File: src/rtl/lfsr_pkg.sv
// Shared types and constants for the LFSR draw arbiter.
// The optional seed port is enabled by defining LFSR_DRAW_SEED_EN.
package lfsr_pkg;

  localparam int LFSR_WIDTH = 8;

  localparam logic [LFSR_WIDTH-1:0] LFSR_RESET = 8'h01;

  // Feedback taps: bits 0, 2, 3 and 4 of the current state.
  localparam logic [LFSR_WIDTH-1:0] LFSR_TAPS = 8'b0001_1101;

  typedef enum logic [1:0] {
    IDLE = 2'd0,
    STEP = 2'd1,
    RESP = 2'd2
  } lfsr_draw_state_t;

  function automatic logic [LFSR_WIDTH-1:0] lfsr_next(
    input logic [LFSR_WIDTH-1:0] s
  );
    return {^(s & LFSR_TAPS), s[LFSR_WIDTH-1:1]};
  endfunction

endpackage

File: src/rtl/lfsr_draw_arbiter_core.sv
// The 8-bit Fibonacci LFSR register shared by all requesters.
// A zero seed is replaced by the reset value so the register never locks up.
import lfsr_pkg::*;

module lfsr_step_core (
  input  logic                  clk,
  input  logic                  rst,
  input  logic                  step_en,
  input  logic                  load_en,
  input  logic [LFSR_WIDTH-1:0] load_data,
  output logic [LFSR_WIDTH-1:0] state
);

  logic [LFSR_WIDTH-1:0] state_q;
  logic [LFSR_WIDTH-1:0] state_d;

  always_comb begin
    state_d = state_q;
    if (load_en) begin
      if (load_data == '0) begin
        state_d = LFSR_RESET;
      end else begin
        state_d = load_data;
      end
    end else if (step_en) begin
      state_d = lfsr_next(state_q);
    end
  end

  always_ff @(posedge clk or posedge rst) begin
    if (rst) begin
      state_q <= LFSR_RESET;
    end else begin
      state_q <= state_d;
    end
  end

  assign state = state_q;

endmodule

File: src/rtl/lfsr_draw_arbiter.sv
// Round-robin arbiter handing out one fresh LFSR byte per request.
// Define LFSR_DRAW_SEED_EN to add the seed_valid/seed_data/seed_ready port.
import lfsr_pkg::*;

module lfsr_draw_arbiter #(
  parameter int N     = 4,
  parameter int STEPS = 4
) (
  input  logic                  clk,
  input  logic                  rst,
  input  logic [N-1:0]          req,
  output logic                  rsp_valid,
  input  logic                  rsp_ready,
  output logic [N-1:0]          rsp_grant,
  output logic [LFSR_WIDTH-1:0] rsp_data,
  output logic                  busy
`ifdef LFSR_DRAW_SEED_EN
  ,
  input  logic                  seed_valid,
  input  logic [LFSR_WIDTH-1:0] seed_data,
  output logic                  seed_ready
`endif
);

  localparam int PW = (N > 1) ? $clog2(N) : 1;
  localparam int CW = 4;

  lfsr_draw_state_t state_q;
  lfsr_draw_state_t state_d;

  logic [PW-1:0]         ptr_q;
  logic [PW-1:0]         ptr_d;
  logic [PW-1:0]         win_q;
  logic [PW-1:0]         win_d;
  logic [CW-1:0]         cnt_q;
  logic [CW-1:0]         cnt_d;
  logic [N-1:0]          grant_q;
  logic [N-1:0]          grant_d;
  logic [LFSR_WIDTH-1:0] data_q;
  logic [LFSR_WIDTH-1:0] data_d;
  logic                  valid_q;
  logic                  valid_d;
  logic                  busy_q;
  logic                  busy_d;

  logic                  hit;
  logic [PW-1:0]         pick;
  logic [PW-1:0]         cand;
  logic [N-1:0]          grant_one;

  logic                  step_en;
  logic                  load_en;
  logic [LFSR_WIDTH-1:0] load_data;
  logic [LFSR_WIDTH-1:0] lfsr_state;

`ifdef LFSR_DRAW_SEED_EN
  assign seed_ready = seed_valid && (state_q == IDLE);
  assign load_en    = seed_ready;
  assign load_data  = seed_data;
`else
  assign load_en    = 1'b0;
  assign load_data  = LFSR_RESET;
`endif

  lfsr_step_core u_core (
    .clk       (clk),
    .rst       (rst),
    .step_en   (step_en),
    .load_en   (load_en),
    .load_data (load_data),
    .state     (lfsr_state)
  );

  // Search starts one past the last winner and wraps modulo N.
  always_comb begin
    hit  = 1'b0;
    pick = '0;
    cand = '0;
    for (int i = 1; i <= N; i++) begin
      cand = PW'((int'(ptr_q) + i) % N);
      if (!hit && req[cand]) begin
        hit  = 1'b1;
        pick = cand;
      end
    end
  end

  always_comb begin
    grant_one       = '0;
    grant_one[pick] = 1'b1;
  end

  always_comb begin
    state_d = state_q;
    ptr_d   = ptr_q;
    win_d   = win_q;
    cnt_d   = cnt_q;
    grant_d = grant_q;
    data_d  = data_q;
    valid_d = valid_q;
    step_en = 1'b0;
    unique case (state_q)
      IDLE: begin
        if (load_en) begin
          state_d = IDLE;
        end else if (hit) begin
          win_d   = pick;
          grant_d = grant_one;
          cnt_d   = '0;
          state_d = STEP;
        end
      end
      STEP: begin
        step_en = 1'b1;
        if (cnt_q == CW'(STEPS - 1)) begin
          // Capture the value the register takes on this same edge.
          data_d  = lfsr_next(lfsr_state);
          valid_d = 1'b1;
          state_d = RESP;
        end else begin
          cnt_d = cnt_q + 1'b1;
        end
      end
      RESP: begin
        if (valid_q && rsp_ready) begin
          ptr_d   = win_q;
          grant_d = '0;
          valid_d = 1'b0;
          state_d = IDLE;
        end
      end
      default: begin
        state_d = IDLE;
      end
    endcase
    busy_d = (state_d != IDLE);
  end

  always_ff @(posedge clk or posedge rst) begin
    if (rst) begin
      state_q <= IDLE;
      ptr_q   <= PW'(N - 1);
      win_q   <= '0;
      cnt_q   <= '0;
      grant_q <= '0;
      data_q  <= '0;
      valid_q <= 1'b0;
      busy_q  <= 1'b0;
    end else begin
      state_q <= state_d;
      ptr_q   <= ptr_d;
      win_q   <= win_d;
      cnt_q   <= cnt_d;
      grant_q <= grant_d;
      data_q  <= data_d;
      valid_q <= valid_d;
      busy_q  <= busy_d;
    end
  end

  assign rsp_valid = valid_q;
  assign rsp_grant = grant_q;
  assign rsp_data  = data_q;
  assign busy      = busy_q;

endmodule

File: config.mk
export PLATFORM = sky130hd
export DESIGN_NAME = lfsr_draw_arbiter
export DESIGN_NICKNAME = d
export VERILOG_FILES = /design/src/rtl/lfsr_pkg.sv /design/src/rtl/lfsr_draw_arbiter_core.sv /design/src/rtl/lfsr_draw_arbiter.sv
export SDC_FILE = /design/constraint.sdc
export NUM_CORES = 1
export LEC_CHECK = 0
export ABC_AREA = 1
export CAP_MARGIN = 20
export CORE_AREA = 10 10 90 92
export CTS_CLUSTER_SIZE = 16
export DETAILED_ROUTE_END_ITERATION = 16
export DIE_AREA = 0 0 100 102
export GPL_ROUTABILITY_DRIVEN = 0
export SETUP_SLACK_MARGIN = 0.05
export SLEW_MARGIN = 20
export SYNTH_ARGS = -nofsm -noshare
export SYNTH_HDL_FRONTEND = slang
export SYNTH_HIERARCHICAL = 1
export SYNTH_SLANG_ARGS = --single-unit
File: constraint.sdc
create_clock -name clk -period 1.4 [get_ports clk]
set_input_delay 0.28 -clock clk [delete_from_list [all_inputs] [get_ports clk]]
set_output_delay 0.28 -clock clk [all_outputs]
set_load 0.02 [all_outputs]
* Word level (Yosys, flattened, before mapping) *
Index checks and enable logic that the tools add are counted.

storage, ports and cells
  input port bits = 7
  output and inout bits = 14
  bits in registers = 32
  word-level logic and storage cells = 79

cells by class
  reductions and logical operators = 20
  add/sub/neg operators = 5
  equal/unequal tests = 7
  multiplexer cells = 32
  magnitude comparators = 6

operator list
  kind                                                                                  count
  4-bit 2-to-1 mux                                                                      4
  4-bit case mux with 2 select lines                                                    2
  2-bit by 3-bit less-than comparator with 1-bit output (second input constant)         5
  2-bit 2-to-1 mux                                                                      7
  1-bit 2-to-1 mux                                                                      12
  3-bit AND reduction                                                                   3
  1-bit binary-select mux with 2-bit select                                             4
  2-bit inequality test (second input constant)                                         4
  2-bit nonzero test                                                                    4
  8-bit XOR reduction                                                                   1
  2-bit case mux with 3 select lines                                                    1
  2-bit AND reduction                                                                   3
  1-bit logical AND                                                                     5
  2-bit by 1-bit adder with 2-bit output (second input constant)                        2
  2-bit adder (second input constant)                                                   2
  4-bit by 1-bit adder with 4-bit output (second input constant)                        1
  4-bit by 2-bit == test with 1-bit output (second input constant)                      1
  1-bit zero test                                                                       3
  1-bit demux with 2-bit select                                                         1
  2-bit by 1-bit == test with 1-bit output (second input constant)                      1
  2-bit == test (second input constant)                                                 1
  2-bit by 1-bit greater-or-equal comparator with 1-bit output (second input constant)  1
  2-bit zero test                                                                       1
  1-bit case mux with 2 select lines                                                    1

* Longest topological paths before layout *
  depth after elaboration = 19
  mapped depth = 14
  depth with buffers taken out = 12

* Modules after synthesis *
The synthesis kept the hierarchy.

by module, submodules not included
  module             times used  area each (µm²)  cells an instance  sequential area each (µm²)
  lfsr_draw_arbiter  1           1386.3           159                603.1
  lfsr_step_core     1           451.7            62                 201.4

* Least setup slack after synthesis *
Ideal clock, no wire load.

  path type = register to register
  start point = reg ptr_q[0]
  end point = reg grant_q[0] (netlist: rsp_grant[0])
  clock period less this slack = 1.613 ns
  library setup time = 0.065 ns
  data required time = 1.335 ns
  arrival time = 1.548 ns
  stages on the path, launching flop included = 15
  path slack = -0.213 ns
  buffers on the path = 2
  cells stage by stage = dfstp_2 > buf_6 > inv_6 > buf_12 > nand2_4 > nand2_4 > nand2_4 > nand2_4 > nor2_8 > nand3_2 > nand2_4 > inv_4 > nor2_4 > nand2_1 > nand2_1

between the ends
  cells in the longest elaborated chain, start to end = 19
  elaborated cells between the ends (all ways) = 35
  those cells by class = add/sub: 4; order compare: 2; eq/ne: 1; mux: 20; reduce/logical: 8

RTL lines
  what                                                                                                                                                                RTL line                  RTL
  from (decl)                                                                                                                                                         lfsr_draw_arbiter.sv:31   logic [PW-1:0] ptr_q;
  from (signal assigned)                                                                                                                                              lfsr_draw_arbiter.sv:142  ptr_q <= PW'(N - 1);
  from (signal assigned)                                                                                                                                              lfsr_draw_arbiter.sv:151  ptr_q <= ptr_d;
  2-bit by 1-bit adder with 2-bit output                                                                                                                              lfsr_draw_arbiter.sv:80   cand = PW'((int'(ptr_q) + i) % N);
  1-bit binary-select mux with 2-bit select                                                                                                                           lfsr_draw_arbiter.sv:81   if (!hit && req[cand]) begin
  1-bit 2-to-1 mux (implied by the code)                                                                                                                              lfsr_draw_arbiter.sv:81
  1-bit 2-to-1 mux                                                                                                                                                    lfsr_draw_arbiter.sv:81
  1-bit zero test                                                                                                                                                     lfsr_draw_arbiter.sv:81
  1-bit logical AND                                                                                                                                                   lfsr_draw_arbiter.sv:81
  1-bit 2-to-1 mux                                                                                                                                                    lfsr_draw_arbiter.sv:81
  1-bit zero test                                                                                                                                                     lfsr_draw_arbiter.sv:81
  [3 not listed]                                                                                                                                                      --
  1-bit logical AND                                                                                                                                                   lfsr_draw_arbiter.sv:81
  2-bit 2-to-1 mux                                                                                                                                                    lfsr_draw_arbiter.sv:81
  2-bit by 3-bit less-than comparator with 1-bit output (implied by the code) / 2-bit by 1-bit greater-or-equal comparator with 1-bit output (equally long branches)  lfsr_draw_arbiter.sv:90   grant_one[pick] = 1'b1;
  1-bit logical AND (implied by the code)                                                                                                                             lfsr_draw_arbiter.sv:90
  1-bit 2-to-1 mux (implied by the code)                                                                                                                              lfsr_draw_arbiter.sv:90
  1-bit demux with 2-bit select                                                                                                                                       lfsr_draw_arbiter.sv:90
  4-bit 2-to-1 mux                                                                                                                                                    lfsr_draw_arbiter.sv:106  end else if (hit) begin
  4-bit case mux with 2 select lines                                                                                                                                  lfsr_draw_arbiter.sv:102  unique case (state_q)
  to (signal assigned)                                                                                                                                                lfsr_draw_arbiter.sv:154  grant_q <= grant_d;
  to (decl)                                                                                                                                                           lfsr_draw_arbiter.sv:37   logic [N-1:0] grant_q;

Parallel ways exist; a longest one is shown, timed or not. The select of a mux whose other input is x is not followed.
A chain may end at the register's enable or synchronous reset.

* Worst setup path in the final report *
Same ends and word-level chain as after synthesis.

==> impl_metrics.tcl <==
set metrics [dict create \
    multiInputGateArea_um2 980 \
    clk_path_buf_depth 2 \
    rrSetupSlack_ns -0.26 \
    wl_per_cell_um 11.0 \
    synth.cell_area_um2 1840 \
    die_w_um 100 \
    routed_via_density 4.30 \
    grtUsageMet2 0.149 \
    first_global_vias 1590 \
    crit_family "simple AND/OR/NAND/NOR gates" \
    critPathLaunchType "register" \
    grt-busiest-layer "met2" \
    ys_types 30 \
    crit_required_ns 1.62 \
    netlist_top_cells_area "dfrtp_1, nand2_1, nand2_4, nand3_1, dfstp_2" \
    ys_async_sr_fraction 1.00 \
    vias 1538 \
    ys_seq_area_frac 0.438 \
    cts-htree-levels 2 \
    r2r_start "ptr_q[0]" \
    drt-total-wl_mm 3.94 \
    fin_nets 288 \
    grt_max_degree 21 \
    finalCriticalPeriod_ns 1.66 \
    initial_utilization 0.293 \
    area_growth_pct 34.1 \
    synth_ff_type "dfrtp_1" \
    drv_cap 0 \
    clk_pin_slew_worst_paths_ns 0.07 \
    io_pins 21 \
    peakVddDrop_v 0.00118 \
    finalHoldViolCount 0 \
    cts.sinks 32 \
    p_per_area_nw_per_um2 2280 \
    power.total_uw 5610 \
    cp.arrival_ns 1.88 \
    use_met1 0.0871 \
    grt_remaining_overflow 0 \
    die_area_um2 10200 \
    cp_slowest_stage_delay_ns 0.61 \
    synthCells 221 \
    synth_area_leader_cell "dfrtp_1" \
    crit_fanout 6 \
    final.setup_skew_ns 0.00640 \
    synth_edf_count 0 \
    fin_tns_setup_ns -2.78 \
    worstPathCellList "buf_4, nand2_1, nand3_2, nand2_4, nor2_8, nand3_2, nand2_4, inv_4, nor2_4, nand2_1, nand2_1" \
    drtIter0Drc 56 \
    holdCritPathClass "in2async" \
    rsz0062_at_grt "yes" \
    diodes 0 \
    insertion_delay_ns 0.29 \
    cpMostUsedCell "nand2_1" \
    dpl_worst_slack_ns -0.415 \
    gr-usage-met3 0.0277 \
    drive_gt1_frac 0.281 \
    cts_tree "yes" \
    antenna_left 0 \
    rr_endpoint "rsp_grant[0]" \
    die_y_um 102 \
    synth_top_area_frac 0.395 \
    grtUsageTotal 0.0834 \
    hpwl_mm 2.99 \
    status "finished, violations left" \
    ys_ff_latch 32 \
    crit_buf_inv 2 \
    fmax_mhz 604 \
    dr.pass1.iters 4 \
    p_leak_uw 0.00131 \
    drc 0 \
    min_period_over_period 1.18 \
    setup_violations 19 \
    critPathSlowestCell "dfstp_2" \
    slew_viol_final 0 \
    grt_antenna_before_repair 0 \
    worst-path-stages 11 \
    root_buffer "clkbuf_8" \
    grt_pass1_wl_mm 7.04 \
    worstSetupStartpoint "ptr_q[0]" \
    synth.avg_cell_area_um2 8.32 \
    crit_end "rsp_grant[0]" \
    core_um2 6280 \
    ys_warn_count 6 \
    end_kind "register" \
    num_rows 29 \
    path_class "reg2reg" \
    io_buffers 20 \
    final.setup.worst_slack_ns -0.256 \
    worst_r2r_path_depth 11 \
    cts_buffers 5 \
    seqCellArea_um2 805 \
    violations "negative setup slack" \
    nFillCells 652 \
]
[layer usage]
layer / share of wire / vias up / wire length [µm]
met5: 0 / - / 0
met4: 0.019 / 0 / 73
met3: 0.054 / 8 / 211
met2: 0.51 / 28 / 2000
met1: 0.42 / 700 / 1660
li1: - / 802 / -
[worst min-delay path by stage]
stage            startpoint              end  slack, ns  cells past startpoint
3_5_place_dp   rsp_grant[0]     rsp_grant[0]       0.48                      2
2_1_floorplan           rst  u_core/state[1]       0.09                      1
3_3_place_gp       win_q[0]         win_q[0]       0.47                      2
5_1_grt                 rst      rsp_data[6]       0.25                      2
4_1_cts                 rst      rsp_data[0]       0.23                      2
6_report                rst      rsp_data[6]       0.23                      2
[cells by family (layout without fill, tap and decap cells)]
family          count (synthesis)  count (layout)  synth area share
mux                             7               7            0.0429
xor+xnor                        5               5            0.0238
compound gates                 17              17            0.0538
other cells                     2              15           0.00409
fa+ha+maj                       1               1           0.00681
buf+inv                        30              77            0.0831
simple gates                  127             127             0.348
flops                          32              32             0.438
[per-stage QoR]
step | hold slack, ns | instance area, µm² | std cells | utilization
global route | 0.248 | 2460 | 358 | 0.393
detailed placement | 0.478 | 2280 | 344 | 0.364
floorplan | 0.0949 | 1900 | 234 | -
CTS | 0.227 | 2430 | 356 | 0.387
finish | 0.231 | 2460 | 358 | 0.393
global placement | 0.471 | 2280 | 344 | 0.364
[state kept, by name (all words and copies together) (netlist names), 2 cells and up]
| signal | cells |
|---|---|
| ptr_q | 2 |
| win_q | 2 |
| cnt_q | 4 |
| u_core/state | 8 |
| state_q | 2 |
| rsp_grant | 4 |
| rsp_data | 8 |
[power by group]
| part | switching, µW | internal [µW] | total, µW |
|---|---|---|---|
| registers | 305 | 1340 | 1650 |
| clock network | 347 | 392 | 739 |
| logic | 1800 | 1420 | 3220 |
| total | 2450 | 3160 | 5610 |
[cells in the mapped netlist, types with 4 or more instances]
cell / n
xnor2_1: 4
nand3_1: 16
nand2_1: 70
mux2_2: 7
inv_2: 5
dfrtp_1: 29
nor2_1: 16
nand2_4: 10
o21ai_0: 7
nand2_2: 6
inv_1: 19
[layout make-up]
type | count | share of cell area
timing repair buffer | 43 | 0.157
clock buffer | 6 | 0.0335
inverter | 26 | 0.0426
clock inverter | 2 | 0.00406
multi-input combinational | 172 | 0.397
tap | 77 | 0.0391
sequential | 32 | 0.326
[placed cells by master (no fill, tap or decap), types with 9 or more instances in the layout]
cell / n
nand2_4: 11
inv_1: 18
conb_1: 15
nand3_1: 15
buf_4: 18
nor2_1: 14
dfrtp_1: 29
nand2_1: 66
nand2_2: 9
dlygate4sd2_1: 14
[timing repair]
action                     CTS  global route
setup endpoints to repair   33            23
resized for setup           28             8
pin swaps                    2             0
hold buffers                 0             0
setup buffers                4             3
Note: power is estimated with default switching activity, not from simulation.
